[src/rtl/abs_diff_mon_pkg.sv]
// abs_diff_mon_pkg: shared sweep states, width helpers and unsigned abs-difference
package abs_diff_mon_pkg;
  typedef enum logic [1:0] {IDLE, SWEEP, DRAIN, DONE} state_e;
  localparam int MAXW = 32;
  function automatic int vec_w(input int w);
    return 2 * w;
  endfunction
  function automatic int cnt_w(input int w);
    return 2 * w + 1;
  endfunction
  function automatic int sum_w(input int w);
    return 3 * w;
  endfunction
  function automatic logic [MAXW-1:0] abs_sub(input logic [MAXW-1:0] x, input logic [MAXW-1:0] y);
    return (x > y) ? x - y : y - x;
  endfunction
endpackage

[src/rtl/abs_diff_ref.sv]
// abs_diff_ref: exact |a-b| from a packed {b, a} vector; golden model for approximate netlists
module abs_diff_ref
  import abs_diff_mon_pkg::*;
#(
  parameter int W = 2
) (
  input  logic [2*W-1:0] vec_i,
  output logic [W-1:0]   diff_o
);
  assign diff_o = W'(abs_sub(MAXW'(vec_i[W-1:0]), MAXW'(vec_i[2*W-1:W])));
endmodule

[src/rtl/abs_diff_error_monitor.sv]
// abs_diff_error_monitor: exhaustive sweep of an approximate |a-b| netlist with error accounting.
// Define ABS_DIFF_MON_SUM_EN to add the err_sum_o total-error output.
module abs_diff_error_monitor
  import abs_diff_mon_pkg::*;
#(
  parameter int W  = 2,
  parameter int ET = 0
) (
  input  logic                  clk,
  input  logic                  rst,
  input  logic                  start_i,
  output logic [vec_w(W)-1:0]   dut_in_o,
  input  logic [W-1:0]          dut_out_i,
  output logic                  busy_o,
  output logic                  done_o,
  output logic [W-1:0]          err_max_o,
  output logic [cnt_w(W)-1:0]   viol_cnt_o,
`ifdef ABS_DIFF_MON_SUM_EN
  output logic [sum_w(W)-1:0]   err_sum_o,
`endif
  output logic                  pass_o
);
  localparam int VW = vec_w(W);
  localparam int CW = cnt_w(W);
  state_e st_q, st_d;
  logic [VW-1:0] vec_q, vec_d, s1_vec_q, s1_vec_d;
  logic [W-1:0] s1_out_q, s1_out_d, emax_q, emax_d, exact, err;
  logic [CW-1:0] viol_q, viol_d;
  logic s1_vld_q, s1_vld_d, go, last;
  abs_diff_ref #(.W(W)) u_ref (.vec_i(s1_vec_q), .diff_o(exact));
  assign err  = W'(abs_sub(MAXW'(exact), MAXW'(s1_out_q)));
  assign go   = start_i && (st_q == IDLE || st_q == DONE);
  assign last = vec_q == '1;
  always_comb begin
    st_d     = go ? SWEEP : (st_q == DRAIN) ? DONE : st_q;
    vec_d    = go ? '0 : vec_q;
    s1_vld_d = 1'b0;
    s1_vec_d = s1_vec_q;
    s1_out_d = s1_out_q;
    if (st_q == SWEEP) begin
      s1_vld_d = 1'b1;
      s1_vec_d = vec_q;
      s1_out_d = dut_out_i;
      st_d     = last ? DRAIN : SWEEP;
      vec_d    = last ? vec_q : vec_q + VW'(1);
    end
    emax_d = go ? '0 : (s1_vld_q && err > emax_q) ? err : emax_q;
    viol_d = go ? '0 : viol_q + CW'(s1_vld_q && int'(err) > ET);
  end
  always_ff @(posedge clk or posedge rst) begin
    if (rst) begin
      st_q     <= IDLE;
      vec_q    <= '0;
      s1_vld_q <= 1'b0;
      s1_vec_q <= '0;
      s1_out_q <= '0;
      emax_q   <= '0;
      viol_q   <= '0;
    end else begin
      st_q     <= st_d;
      vec_q    <= vec_d;
      s1_vld_q <= s1_vld_d;
      s1_vec_q <= s1_vec_d;
      s1_out_q <= s1_out_d;
      emax_q   <= emax_d;
      viol_q   <= viol_d;
    end
  end
`ifdef ABS_DIFF_MON_SUM_EN
  localparam int SW = sum_w(W);
  logic [SW-1:0] sum_q, sum_d;
  always_comb sum_d = go ? '0 : s1_vld_q ? sum_q + SW'(err) : sum_q;
  always_ff @(posedge clk or posedge rst) begin
    if (rst) sum_q <= '0;
    else     sum_q <= sum_d;
  end
  assign err_sum_o = sum_q;
`endif
  assign dut_in_o   = vec_q;
  assign busy_o     = st_q == SWEEP || st_q == DRAIN;
  assign done_o     = st_q == DONE;
  assign err_max_o  = emax_q;
  assign viol_cnt_o = viol_q;
  assign pass_o     = viol_q == '0;
endmodule

[config.mk]
export PLATFORM = sky130hd
export DESIGN_NAME = abs_diff_error_monitor
export DESIGN_NICKNAME = d
export VERILOG_FILES = /design/src/rtl/abs_diff_mon_pkg.sv /design/src/rtl/abs_diff_ref.sv /design/src/rtl/abs_diff_error_monitor.sv
export SDC_FILE = /design/constraint.sdc
export NUM_CORES = 1
export LEC_CHECK = 0
export ABC_AREA = 1
export BUFFER_PORTS_ARGS = -buffer_cell sky130_fd_sc_hd__buf_2
export CAP_MARGIN = 0
export CORE_MARGIN = 8
export CORE_UTILIZATION = 30
export DETAILED_ROUTE_END_ITERATION = 12
export GPL_TIMING_DRIVEN = 0
export REMOVE_ABC_BUFFERS = 1
export SLEW_MARGIN = 10
export SYNTH_ARGS = -nofsm -noshare
export SYNTH_HDL_FRONTEND = slang
export SYNTH_SLANG_ARGS = --single-unit
export TNS_END_PERCENT = 30
[constraint.sdc]
create_clock -name clk -period 3.5 [get_ports clk]
set_input_delay 0.35 -clock clk [delete_from_list [all_inputs] [get_ports clk]]
set_output_delay 0.35 -clock clk [all_outputs]
set_load 0.005 [all_outputs]
==> results.yml, run 1 <==
cts:
  cts_buffers: 3
  cts-root-buf: "clkbuf_8"
  hold_buffers: 0
  clk_latency_ns: 0.25
  clkSlewWorstSetupHoldPaths_ns: 0.07
  cts.sinks: 20
  clk_path_buf_depth: 2
  cts_resized: 0
  cts.htree.levels: 1
  post-cts-setup-buffers: 0
  cts_tree: "done"
setup_path:
  worstPathMaxFanout: 2
  rr_startpoint: "s1_vec_q[0]"
  required_ns: 3.63
  r2r_setup_slack_ns: 0.65
  arrival_ns: 2.97
  reg2reg_to: "err_max_o[0]"
  cp-start-kind: "flip-flop"
  crit_type: "flip-flop to flip-flop"
  cp-end-kind: "flip-flop"
  reg2reg_depth: 14
drt:
  wl_per_cell_um: 10.4
  drt-total-wl_mm: 2.12
  vias: 875
  drt_iter0_markers: 14
  ant_nets: 0
  routed_via_density: 4.29
  dr.pass1.iters: 4
  drcViolationCount: 0
logic_synthesis:
  ys_seq_area_share_pct: 42.7
  ys_ff_latch: 20
  syn_area_um2: 1170
  yosys_warnings: 0
  synth_cell_type_count: 20
  syn-mean-instance-area_um2: 8.62
  syn-instance-count: 136
timing:
  finalHoldViolCount: 0
  finalClockSkew_ns: 0.000812
  tightest_slew_ns: 0.761
  rsz0062_at_grt: "false"
  setup_viol: 0
  period_minus_slack_ns: 2.85
  finalMaxSlewViolations: 0
  post-route-period-util_pct: 81.3
  slew_headroom_pct: 49.2
  max_freq_mhz: 351
  hold-worst-slack_ns: 0.227
  finalSetupTns_ns: 0
die:
  start_util_pct: 31.5
  core-area_um2: 3720
  ios: 19
  dieArea_um2: 6160
  die_w_um: 78.5
  num_rows: 22
  die_y_um: 78.5
worst_hold_path:
  min_path_type: "input port to asynchronous set/reset pin"
finish:
  drive_above_1_share_pct: 18.6
  area_delta_synth_final_pct: 15.9
  nNetsFinal: 179
  fill_cells: 407
  antennaDiodeCount: 0
global_routing:
  grt_antenna_before_repair: 0
  gr-total-overflow: 0
  grt_pass1_vias: 870
  grt_pass1_wl_mm: 3.82
  grt_usage_pct: 7.53
  grt_max_degree: 21
placed_design:
  gp_congestion: 0.699
  portBuffers: 18
  dp_hpwl_mm: 1.67
job:
  cap_viol_max_count: 0
run_status:
  status: "finished clean"
-- per-stage QoR --
step	util [%]	area (um2)	setup WS [ns]	instances
2_1_floorplan	-	1170	0.813	135
3_3_place_gp	35.5	1320	0.647	201
3_5_place_dp	35.5	1320	0.619	201
4_1_cts	36.6	1360	0.607	204
5_1_grt	36.6	1360	0.288	204
6_report	36.6	1360	0.653	204
-- cell families after synthesis --
| family | synth area share, % |
|---|---|
| compound gates | 8.32 |
| flops | 42.7 |
| buf+inv | 9.07 |
| simple gates | 20.1 |
| fa+ha+maj | 18.4 |
| xor+xnor | 1.49 |
-- how the worst max path moves through the flow --
stage	from	end	slack, ns
finish	s1_vec_q[0]	err_max_o[0]	0.65
global placement	s1_vec_q[0]	err_max_o[0]	0.65
floorplan	s1_vec_q[0]	err_max_o[0]	0.81
detailed placement	s1_vec_q[0]	err_max_o[0]	0.62
CTS	s1_vec_q[0]	err_max_o[0]	0.61
global route	s1_vec_q[0]	err_max_o[0]	0.29
-- cell type report --
type	instances	area (um2)	area share, %
multi-input combinational	88	566	41.6
sequential	20	500	36.8
inverter	27	101	7.46
timing repair buffer	18	90.1	6.63
tap	48	60.1	4.42
clock buffer	3	41.3	3.04
-- registers in the layout, summed over array words and instances, names as in the netlist --
register	cells
s1_vec_q	4
st_q	2
err_max_o	2
viol_cnt_o	5
s1_out_q	2
s1_vld_q	1
dut_in_o	4
-- layer usage --
layer  routed length [um]  share of wire, %  vias to the layer above  track usage (%)
li1                     -                 -                      470                -
met1                  939                44                      400             8.45
met2                 1120                53                        3             13.1
met3                   28               1.3                        2            0.911
met4                   36               1.7                        0             5.00
met5                    0                 0                        -                0
-- cell usage after synthesis, drive strengths merged --
master   n  area [um2]
a21oi    7        35.0
nand4    2        18.8
buf      1        5.00
nand2   31         126
nor4     1        6.26
or2      1        6.26
fa       2        40.0
dfrtp   20         500
nand3   11        55.1
ha      14         175
inv     27         101
nor2     6        22.5
o21ai   11        62.6
xnor2    2        17.5
-- worst max-delay path: stages, from the launching register on --
cell     delay (ns)
dfrtp_1        0.35
inv_1          0.06
ha_1           0.20
fa_1           0.35
a21oi_1        0.16
nor2_1         0.07
a21oi_1        0.21
fa_1           0.45
nand3_1        0.09
nand2_1        0.08
ha_1           0.29
a21oi_1        0.18
nand2_1        0.09
nand3_1        0.07
o21ai_0        0.08
-- cell usage in the layout (no fill, tap or decap) --
| cell | n |
|---|---|
| nor4_1 | 1 |
| inv_2 | 2 |
| xnor2_1 | 2 |
| nand2_4 | 1 |
| clkbuf_8 | 3 |
| o21ai_0 | 7 |
| nand4_2 | 1 |
| a21oi_1 | 7 |
| ha_1 | 14 |
| nor2_1 | 6 |
| o21ai_2 | 2 |
| dfrtp_1 | 20 |
| buf_2 | 18 |
| o21ai_1 | 2 |
| or2_2 | 1 |
| nand2_1 | 29 |
| nand3_1 | 11 |
| inv_1 | 25 |
| fa_1 | 2 |
| nand2_2 | 1 |
| nand4_1 | 1 |
Power of run 1 is left out: the tool's default activity adds up to more than one toggle a clock period on the data nets, which glitch-free logic cannot reach.
==> inputs of run 2 (changes only) <==
Clock period 3.5 ns to 2.3 ns, I/O delays scaled along.
==> results.yml, run 2 (synthesis gave the netlist of run 1 again) <==
run_status:
  status: "finished, violations left"
  violations: "negative setup slack"
die:
  ios: 19
  die_w_um: 78.5
  die_y_um: 78.5
  start_util_pct: 31.5
  dieArea_um2: 6160
  num_rows: 22
  core-area_um2: 3720
setup_path:
  critPathMaxStageDelay_ns: 0.44
  cpLargestDelayFamily: "adder cells"
  cp-start-kind: "flip-flop"
  arrival_ns: 2.72
  worstPathMaxFanout: 2
  crit_type: "flip-flop to flip-flop"
  crit_path_top_delay_cell: "fa_1"
  cp-end-kind: "flip-flop"
  path_buf_inv: 1
  cp_cell_sequence: "inv_2, ha_4, fa_2, a21oi_2, nor2_2, a21oi_2, fa_1, nand3_1, nand2_2, ha_4, nand2_1, nand2_2, nand2_1, nand3_1, o21ai_1"
  required_ns: 2.43
timing:
  finalMaxSlewViolations: 0
  slew_headroom_pct: 50.2
  setup_viol: 5
  post-route-period-util_pct: 112
  finalClockSkew_ns: 0.00133
  tightest_slew_ns: 0.746
  finalSetupTns_ns: -0.811
  period_minus_slack_ns: 2.58
  finalHoldViolCount: 0
  rsz0062_at_grt: "true"
  setup_slack_ns: -0.283
  max_freq_mhz: 387
drt:
  dr.pass1.iters: 4
  drt-total-wl_mm: 2.21
  routed_via_density: 4.34
  wl_per_cell_um: 10.6
  vias: 903
  drt_iter0_markers: 9
  ant_nets: 0
  drcViolationCount: 0
finish:
  final_area_um2: 1450
  final_common_cell: "nand2_1"
  drive_above_1_share_pct: 28.7
  final_cell_mix: "nand2_1 (27), inv_1 (24), dfrtp_1 (20)"
  nNetsFinal: 183
  largest_reg_flops: 5
  area_delta_synth_final_pct: 24.0
  antennaDiodeCount: 0
job:
  cap_viol_max_count: 0
cts:
  clkSlewWorstSetupHoldPaths_ns: 0.07
  cts-root-buf: "clkbuf_8"
  clk_path_buf_depth: 2
  cts_buffers: 3
  cts_tree: "done"
  cts.htree.levels: 1
  cts.sinks: 20
  hold_buffers: 0
  clk_latency_ns: 0.25
global_routing:
  grt_antenna_before_repair: 0
  grt_pass1_vias: 877
  grt_usage_pct: 7.69
  grt_max_degree: 21
  gr-total-overflow: 0
  grt_pass1_wl_mm: 3.93
placed_design:
  gp_congestion: 0.699
  portBuffers: 18
  dp_hpwl_mm: 1.67
  post_dp_cell_area_um2: 1320
worst_hold_path:
  min_path_type: "input port to asynchronous set/reset pin"
## run 2: cell types whose count changed in the layout (fill, tap and decap cells not counted), moves of 2 or more
cell / delta
nand2_1: -2
a21oi_2: +4
buf_4: +4
a21oi_1: -4
nand2_2: +2
ha_4: +3
ha_1: -4
## run 2: metal layers
layer / global-route usage [%] / part of all wire [%] / routed length [um] / vias to the layer above
met1: 8.85 / 44 / 966 / 421
met5: 0 / 0 / 0 / -
li1: - / - / - / 477
met3: 0.911 / 1.3 / 28 / 2
met4: 5.00 / 1.6 / 36 / 0
met2: 13.2 / 53 / 1180 / 3
## run 2: worst reg2reg max path: stages (launching register included)
cell     delay (ns)
dfrtp_1        0.36
inv_2          0.06
ha_4           0.15
fa_2           0.33
a21oi_2        0.15
nor2_2         0.05
a21oi_2        0.18
fa_1           0.44
nand3_1        0.09
nand2_2        0.08
ha_4           0.28
nand2_1        0.06
nand2_2        0.06
nand2_1        0.06
nand3_1        0.06
o21ai_1        0.06
## run 2: stage by stage
step                worst slack, ns  std cells  utilization (%)  hold slack [ns]
floorplan                    -0.387        135                -            0.194
global route                 -0.465        208             39.1            0.182
detailed placement           -0.581        201             35.5            0.406
finish                       -0.283        208             39.1            0.101
global placement             -0.553        201             35.5            0.393
CTS                          -0.282        207             38.8            0.132
## run 2: timing repair
| item | CTS | global route |
|---|---|---|
| resized for setup | 13 | 2 |
| buffers inserted | 3 | 1 |
| pin swaps | 5 | 0 |
| endpoints found under the setup margin | 7 | 6 |
## run 2: path summary, 6_finish.rpt
path                                      end          from  slack [ns]  depth (start not counted)
worst max-delay path             err_max_o[0]   s1_vec_q[0]       -0.28                         15
worst min register to register   err_max_o[1]  err_max_o[1]        0.53                          2
max in group asynchronous       viol_cnt_o[3]           rst        1.73                          2
worst min-delay path             err_max_o[1]           rst        0.10                          2
worst max register to register   err_max_o[0]   s1_vec_q[0]       -0.28                         15
min in group clk                  s1_out_q[0]  dut_out_i[0]        0.20                          3
## run 2: cell type report
| class | instances | area (um2) |
|---|---|---|
| Clock buffer | 3 | 41.3 |
| Fill cell | 398 | 2260 |
| Inverter | 27 | 101 |
| Multi-Input combinational cell | 88 | 631 |
| Sequential cell | 20 | 500 |
| Tap cell | 48 | 60.1 |
| Timing Repair Buffer | 22 | 120 |
Power of run 2 is left out for the same reason.
